**config.mk**
```make
export PLATFORM = sky130hd
export DESIGN_NAME = ascii_ps2_tx
export DESIGN_NICKNAME = d
export VERILOG_FILES = /design/src/rtl/ascii_ps2_tx.sv
export SDC_FILE = /design/constraint.sdc
export NUM_CORES = 1
export LEC_CHECK = 0
export ABC_CLOCK_PERIOD_IN_PS = 2700
export CORE_MARGIN = 3
export CORE_UTILIZATION = 55
export CTS_CLUSTER_SIZE = 24
export DETAILED_ROUTE_END_ITERATION = 8
export GPL_TIMING_DRIVEN = 0
export PLACE_DENSITY = 0.75
export SLEW_MARGIN = 5
export SYNTH_ARGS = -nofsm -noshare
export SYNTH_HDL_FRONTEND = slang
export SYNTH_SLANG_ARGS = --single-unit
```
**constraint.sdc**
```tcl
create_clock -name sys_clk -period 2.7 [get_ports sys_clk]
set_input_delay 0.54 -clock sys_clk [delete_from_list [all_inputs] [get_ports sys_clk]]
set_output_delay 0.54 -clock sys_clk [all_outputs]
set_load 0.05 [all_outputs]
```
**src/rtl/ascii_ps2_tx.sv**
```systemverilog
// ascii_ps2_tx: keyboard-side PS/2 transmitter.
// Each accepted ASCII character is sent as its Set-2 make/break sequence
// (M, F0, M), one 11-bit device frame per byte, with an idle gap between
// frames. Both PS/2 lines are push-pull and idle high.
// Optional feature: define ASCII_PS2_SHIFT_EN to send uppercase A-Z as
// 12, L, F0, L, F0, 12 (left shift around the letter). Without it,
// uppercase letters fold to lowercase.
module ascii_ps2_tx #(
  parameter int unsigned CLK_HZ  = 50_000_000,
  parameter int unsigned PS2_HZ  = 12_500,
  parameter int unsigned GAP_CYC = 10_000
) (
  input  logic       sys_clk,
  input  logic       reset,
  input  logic [7:0] ascii,
  input  logic       valid,
  output logic       ready,
  output logic       busy,
  output logic       unmapped,
  output logic       ps2_clk,
  output logic       ps2_data
);

  // Cycles per PS/2 clock phase; must be at least 2.
  localparam int unsigned HALF    = CLK_HZ / (2 * PS2_HZ);
  localparam int unsigned CNT_MAX = (HALF > GAP_CYC) ? HALF : GAP_CYC;
  localparam int unsigned CW      = (CNT_MAX > 2) ? $clog2(CNT_MAX) : 1;

`ifdef ASCII_PS2_SHIFT_EN
  localparam int unsigned SEQ_MAX = 6;
`else
  localparam int unsigned SEQ_MAX = 3;
`endif

  localparam logic [CW-1:0] HALF_LD  = CW'(HALF - 1);
  localparam logic [CW-1:0] GAP_LD   = CW'(GAP_CYC - 1);
  localparam logic [3:0]    LAST_BIT = 4'd10;
  localparam logic [7:0]    BRK_CODE = 8'hF0;
`ifdef ASCII_PS2_SHIFT_EN
  localparam logic [7:0]    LSHIFT   = 8'h12;
`endif

  localparam logic [2:0] IDLE   = 3'd0;
  localparam logic [2:0] LOAD   = 3'd1;
  localparam logic [2:0] BIT_HI = 3'd2;
  localparam logic [2:0] BIT_LO = 3'd3;
  localparam logic [2:0] GAP    = 3'd4;

  logic [2:0]    state;
  logic [CW-1:0] cnt;
  logic [3:0]    bit_cnt;
  logic [3:0]    nxt_bit;
  logic [2:0]    idx;
  logic [2:0]    seq_last;
  logic [7:0]    ascii_q;
  logic [7:0]    seq_buf [SEQ_MAX];
  logic [7:0]    cur;
  logic [10:0]   frame;

  logic [7:0]    key;
  logic [7:0]    make;
  logic          hit;
`ifdef ASCII_PS2_SHIFT_EN
  logic          shifted;
`endif

  assign ready = (state == IDLE);
  assign busy  = (state != IDLE);

  // Fold case and look the captured character up in the Set-2 make table.
  always_comb begin
    key = ascii_q;
`ifdef ASCII_PS2_SHIFT_EN
    shifted = 1'b0;
`endif
    if (ascii_q >= 8'h41 && ascii_q <= 8'h5A) begin
      key = ascii_q | 8'h20;
`ifdef ASCII_PS2_SHIFT_EN
      shifted = 1'b1;
`endif
    end
    make = '0;
    hit  = 1'b1;
    case (key)
      8'h61: make = 8'h1C;  // a
      8'h62: make = 8'h32;  // b
      8'h63: make = 8'h21;  // c
      8'h64: make = 8'h23;  // d
      8'h65: make = 8'h24;  // e
      8'h66: make = 8'h2B;  // f
      8'h67: make = 8'h34;  // g
      8'h68: make = 8'h33;  // h
      8'h69: make = 8'h43;  // i
      8'h6A: make = 8'h3B;  // j
      8'h6B: make = 8'h42;  // k
      8'h6C: make = 8'h4B;  // l
      8'h6D: make = 8'h3A;  // m
      8'h6E: make = 8'h31;  // n
      8'h6F: make = 8'h44;  // o
      8'h70: make = 8'h4D;  // p
      8'h71: make = 8'h15;  // q
      8'h72: make = 8'h2D;  // r
      8'h73: make = 8'h1B;  // s
      8'h74: make = 8'h2C;  // t
      8'h75: make = 8'h3C;  // u
      8'h76: make = 8'h2A;  // v
      8'h77: make = 8'h1D;  // w
      8'h78: make = 8'h22;  // x
      8'h79: make = 8'h35;  // y
      8'h7A: make = 8'h1A;  // z
      8'h30: make = 8'h45;  // 0
      8'h31: make = 8'h16;  // 1
      8'h32: make = 8'h1E;  // 2
      8'h33: make = 8'h26;  // 3
      8'h34: make = 8'h25;  // 4
      8'h35: make = 8'h2E;  // 5
      8'h36: make = 8'h36;  // 6
      8'h37: make = 8'h3D;  // 7
      8'h38: make = 8'h3E;  // 8
      8'h39: make = 8'h46;  // 9
      8'h20: make = 8'h29;  // space
      8'h0D: make = 8'h5A;  // CR
      8'h08: make = 8'h66;  // BS
      default: begin
        make = '0;
        hit  = 1'b0;
      end
    endcase
  end

  // Select the byte currently being framed and build its 11-bit frame.
  always_comb begin
    cur = '0;
    for (int unsigned i = 0; i < SEQ_MAX; i++) begin
      if (idx == 3'(i)) cur = seq_buf[i];
    end
  end

  assign frame   = {1'b1, ~^cur, cur, 1'b0};
  assign nxt_bit = bit_cnt + 4'd1;

  // Fill the sequence buffer from the table during LOAD.
  always_ff @(posedge sys_clk or posedge reset) begin
    if (reset) begin
      for (int unsigned i = 0; i < SEQ_MAX; i++) seq_buf[i] <= '0;
      seq_last <= '0;
    end else if (state == LOAD && hit) begin
`ifdef ASCII_PS2_SHIFT_EN
      if (shifted) begin
        seq_buf[0] <= LSHIFT;
        seq_buf[1] <= make;
        seq_buf[2] <= BRK_CODE;
        seq_buf[3] <= make;
        seq_buf[4] <= BRK_CODE;
        seq_buf[5] <= LSHIFT;
        seq_last   <= 3'd5;
      end else begin
        seq_buf[0] <= make;
        seq_buf[1] <= BRK_CODE;
        seq_buf[2] <= make;
        seq_last   <= 3'd2;
      end
`else
      seq_buf[0] <= make;
      seq_buf[1] <= BRK_CODE;
      seq_buf[2] <= make;
      seq_last   <= 3'd2;
`endif
    end
  end

  // One-cycle pulse when LOAD finds no table entry.
  always_ff @(posedge sys_clk or posedge reset) begin
    if (reset) unmapped <= 1'b0;
    else       unmapped <= (state == LOAD) && !hit;
  end

  // Frame sequencer: phase timing, bit/byte stepping and PS/2 line drive.
  // ps2_data is only written on entry to BIT_HI or GAP, so it is stable
  // across every falling edge of ps2_clk.
  always_ff @(posedge sys_clk or posedge reset) begin
    if (reset) begin
      state    <= IDLE;
      cnt      <= '0;
      bit_cnt  <= '0;
      idx      <= '0;
      ascii_q  <= '0;
      ps2_clk  <= 1'b1;
      ps2_data <= 1'b1;
    end else begin
      case (state)
        IDLE: begin
          if (valid) begin
            ascii_q <= ascii;
            state   <= LOAD;
          end
        end
        LOAD: begin
          if (hit) begin
            state    <= BIT_HI;
            cnt      <= HALF_LD;
            bit_cnt  <= '0;
            idx      <= '0;
            ps2_clk  <= 1'b1;
            ps2_data <= 1'b0;  // start bit
          end else begin
            state <= IDLE;
          end
        end
        BIT_HI: begin
          if (cnt == '0) begin
            state   <= BIT_LO;
            cnt     <= HALF_LD;
            ps2_clk <= 1'b0;
          end else begin
            cnt <= cnt - 1'b1;
          end
        end
        BIT_LO: begin
          if (cnt == '0) begin
            ps2_clk <= 1'b1;
            if (bit_cnt == LAST_BIT) begin
              state    <= GAP;
              cnt      <= GAP_LD;
              ps2_data <= 1'b1;
            end else begin
              state    <= BIT_HI;
              cnt      <= HALF_LD;
              bit_cnt  <= nxt_bit;
              ps2_data <= frame[nxt_bit];
            end
          end else begin
            cnt <= cnt - 1'b1;
          end
        end
        GAP: begin
          if (cnt == '0) begin
            if (idx == seq_last) begin
              state <= IDLE;
            end else begin
              state    <= BIT_HI;
              cnt      <= HALF_LD;
              idx      <= idx + 3'd1;
              bit_cnt  <= '0;
              ps2_data <= 1'b0;  // start bit of the next byte
            end
          end else begin
            cnt <= cnt - 1'b1;
          end
        end
        default: state <= IDLE;
      endcase
    end
  end

endmodule

```
==> parameters.txt <==
Parameter                              Value

Die
  Top Ports ... 16
  Effective utilization at floorplan ... between 50 and 60%
  Chip width ... 85.6 um
  Floorplan row count ... 28
  Y dimension of the die ... 85.6 um
  Die Area ... 7330 um2
  Core box area ... between 6000 and 7000 um2

Global route
  Largest net degree at the start of global routing ... 34
  Vias in the first global route ... 3106
  Global routing usage on met1 ... 36.5%
  GR peak layer ... met2
  GRT met2 Usage ... 38.9%
  Total routing usage reported by global routing ... 25.3%
  Overall overflow remaining after global route ... 0
  Met3 track utilization from global routing ... 4.80%
  Antenna violations before repair ... 0
  Global-route wire length before repair ... about 15000 um

Timing
  Worst Clk Skew ... 15.2 ps
  Final critical delay including setup and external delays ... 2610 ps
  Endpoints failing setup ... 0
  Peak Freq ... 383 MHz
  Post-route clock period utilization ... 96.8%
  Number of hold violations in the final report ... 0
  Transition time at the pin with the least slew margin ... 602 ps
  Headroom to the max-slew limit ... 59.7%
  Fin. max-slew vios ... 0

Clock tree
  Clock transition at the registers of the reported paths ... 80 ps
  CTS root buf ... sky130_fd_sc_hd__clkbuf_8
  CTS sink count ... 43
  H-tree level count ... 2
  Skew-Pair Late Insertion Delay ... 300 ps
  Number of CTS-inserted buffers ... 5
  Maximum number of buffers from clock root to sink ... 2
  Number of buffers added to fix hold violations after cts ... 0
  TritonCTS clock tree ... built

Cells and area
  Commonest non-fill, non-tap cells in the layout ... sky130_fd_sc_hd__dfrtp_1 (41), sky130_fd_sc_hd__nor2_1 (36), sky130_fd_sc_hd__nand2_1 (32)
  Most common cell after layout, fill and taps aside ... sky130_fd_sc_hd__dfrtp_1
  Area Overhead vs Synth ... 12.1%
  Final antenna diode count ... 0
  Layout cells sized above 1 ... between 10 and 15%
  Final non-filler cell total ... 520
  Core utilization of the finished layout ... 64.8%
  Net count of the finished layout ... ~460

Worst setup path
  Category of the worst setup path capture point ... flop
  Cell family with the largest share of critical-path delay ... compound AO/OA/AOI/OAI gates
  Critical path data required time ... 2870 ps
  Max FO, Critical Path ... 10
  Category of the worst setup path launch point ... flop
  Delay contributed by the slowest stage of the critical path ... 460 ps
  Worst Path Buf+Inv ... 3
  Worst endpoint data arrival time ... 2790 ps
  Critical path, cell by cell ... clkbuf_4 -> buf_2 -> a21o_1 -> a21oi_1 -> a211o_1 -> nor2_4 -> a21oi_4 -> and2_4 -> buf_6 -> mux2_4
  Type of the setup path with the least slack ... flop to flop
  Cell with the largest stage delay on the worst path ... sky130_fd_sc_hd__dfrtp_1

Detailed routing
  Via count ... between 3000 and 4000
  DRC violations left ... 0
  Routed Antenna Nets ... 0
  Avg WL per Cell ... ~17 um
  Violation count after the first detailed-routing iteration ... 498
  Vias per cell ... between 6 and 7
  Number of detailed-routing iterations run before antenna repair ... 5
  Total wire length after detailed routing ... 9070 um

Place
  Global placer's final weighted congestion ... 1.00
  Final HPWL DP ... 6680 um
  Count of buffers inserted at the top-level ports ... 15
  Placed Instances ... 511

Synthesis
  Most used flip-flop cell after synthesis ... sky130_fd_sc_hd__dfrtp_1
  Mean instance size in the synthesized netlist ... 8.30 um2
  Sequential fraction of the synthesis area ... 31.0%
  Share of synthesized registers carrying an async set or reset ... 100%
  Cell count after synthesis ... 420
  Count of synthesis-stage warnings from yosys ... 0
  Number of enable-type register cells in the synthesized netlist ... 0
  Unique cell type count in the Yosys netlist ... between 70 and 80
  Flops & latches, synth ... 43
  Post-Synthesis Net Count ... between 400 and 500
  Area of the mapped netlist ... 3480 um2

Pwr
  Max VDD drop ... between 0.0004 and 0.0005 V
  Cell Pwr Density ... 584 nW/um2
  Leak Pwr ... 0.00157 uW

Job
  Maxcap violations ... 0

Run status
  Outcome ... finished clean

Hold path
  Worst hold path class ... primary input to async pin
[state kept, by name, summed over array words and instances, names as in the netlist]
name,cells
idx,3
seq_last,1
ascii_q,8
state,3
ps2_data,1
bit_cnt,4
cnt,14
ps2_clk,1
unmapped,1
seq_buf,7
[power by group]
| part | switching, uW | leakage [uW] | internal (uW) |
|---|---|---|---|
| combinational | 532 | 0.000980 | 362 |
| sequential | 134 | 0.000532 | 757 |
| clock | 222 | 0.0000581 | 275 |
[per-layer routing]
layer  vias up  part of all wire (%)  wire (um)
li1       1616                     -          -
met1      1639                    45       4110
met2       161                    46       4150
met3        18                   7.4        667
met4         0                   1.5        135
met5         -                     0          0
[synthesized netlist by cell type, drive strengths merged (10+ instances only)]
master / count / share of area [%]
mux2: 10 / 3.8
nor3: 17 / 2.9
a21oi: 28 / 4.3
o21ai: 25 / 3.7
a31oi: 18 / 3.7
nand3: 19 / 2.7
nor2: 38 / 4.3
or3: 12 / 2.3
inv: 17 / 1.8
dfrtp: 41 / 29
nand2: 32 / 3.4
buf: 14 / 2.4
[kinds of logic (layout without fill, tap and decap cells)]
group	count (synthesis)	after routing	share of synthesized area, %
buf+inv	41	66	5.28
flops	43	43	31.0
compound gates	130	130	25.9
fa+ha+maj	7	7	2.51
mux	13	13	4.63
xor+xnor	12	12	3.02
simple gates	174	174	27.7
[through the flow]
stage / total power [uW] / cell area, um2 / hold WS [ps] / TNS, ps / setup slack [ps]
2_1_floorplan: 1550 / 3480 / 465 / 0 / 192
3_3_place_gp: 1740 / 3730 / 499 / 0 / 122
3_5_place_dp: 1760 / 3750 / 498 / 0 / 62.8
4_1_cts: 2260 / 3860 / 472 / 0 / 31.8
5_1_grt: 2430 / 3910 / 471 / -3.59 / -3.59
6_report: 2280 / 3910 / 478 / 0 / 87.5
[final timing paths]
kind,startpoint,depth (start not counted),end,slack [ps]
min reg2reg,seq_last[1],1,seq_last[1],540
max reg2reg,ascii_q[2],10,seq_buf[5],90
max in group asynchronous,reset,3,ps2_data,1720
max,ascii_q[2],10,seq_buf[5],90
min in group sys_clk,seq_last[1],1,seq_last[1],540
min,reset,2,cnt[10],480
[cell type report]
type                    count  area [um2]
clock inverters             3        43.8
fillers                   513        2120
plain buffers              23         119
multi-input cells         336        2250
inverters                  18        67.6
flip-flops and latches     43        1080
clock buffers               5        68.8
repair buffers             17         189
well taps                  75        93.8
[what timing repair did]
action / CTS / global route
setup buffers: 0 / 1
setup endpoints to repair: 1 / 13
hold endpoints to repair: 0 / 0
cloned: 0 / 0
gates resized for setup: 1 / 7
(Power assumes the default switching activity.)
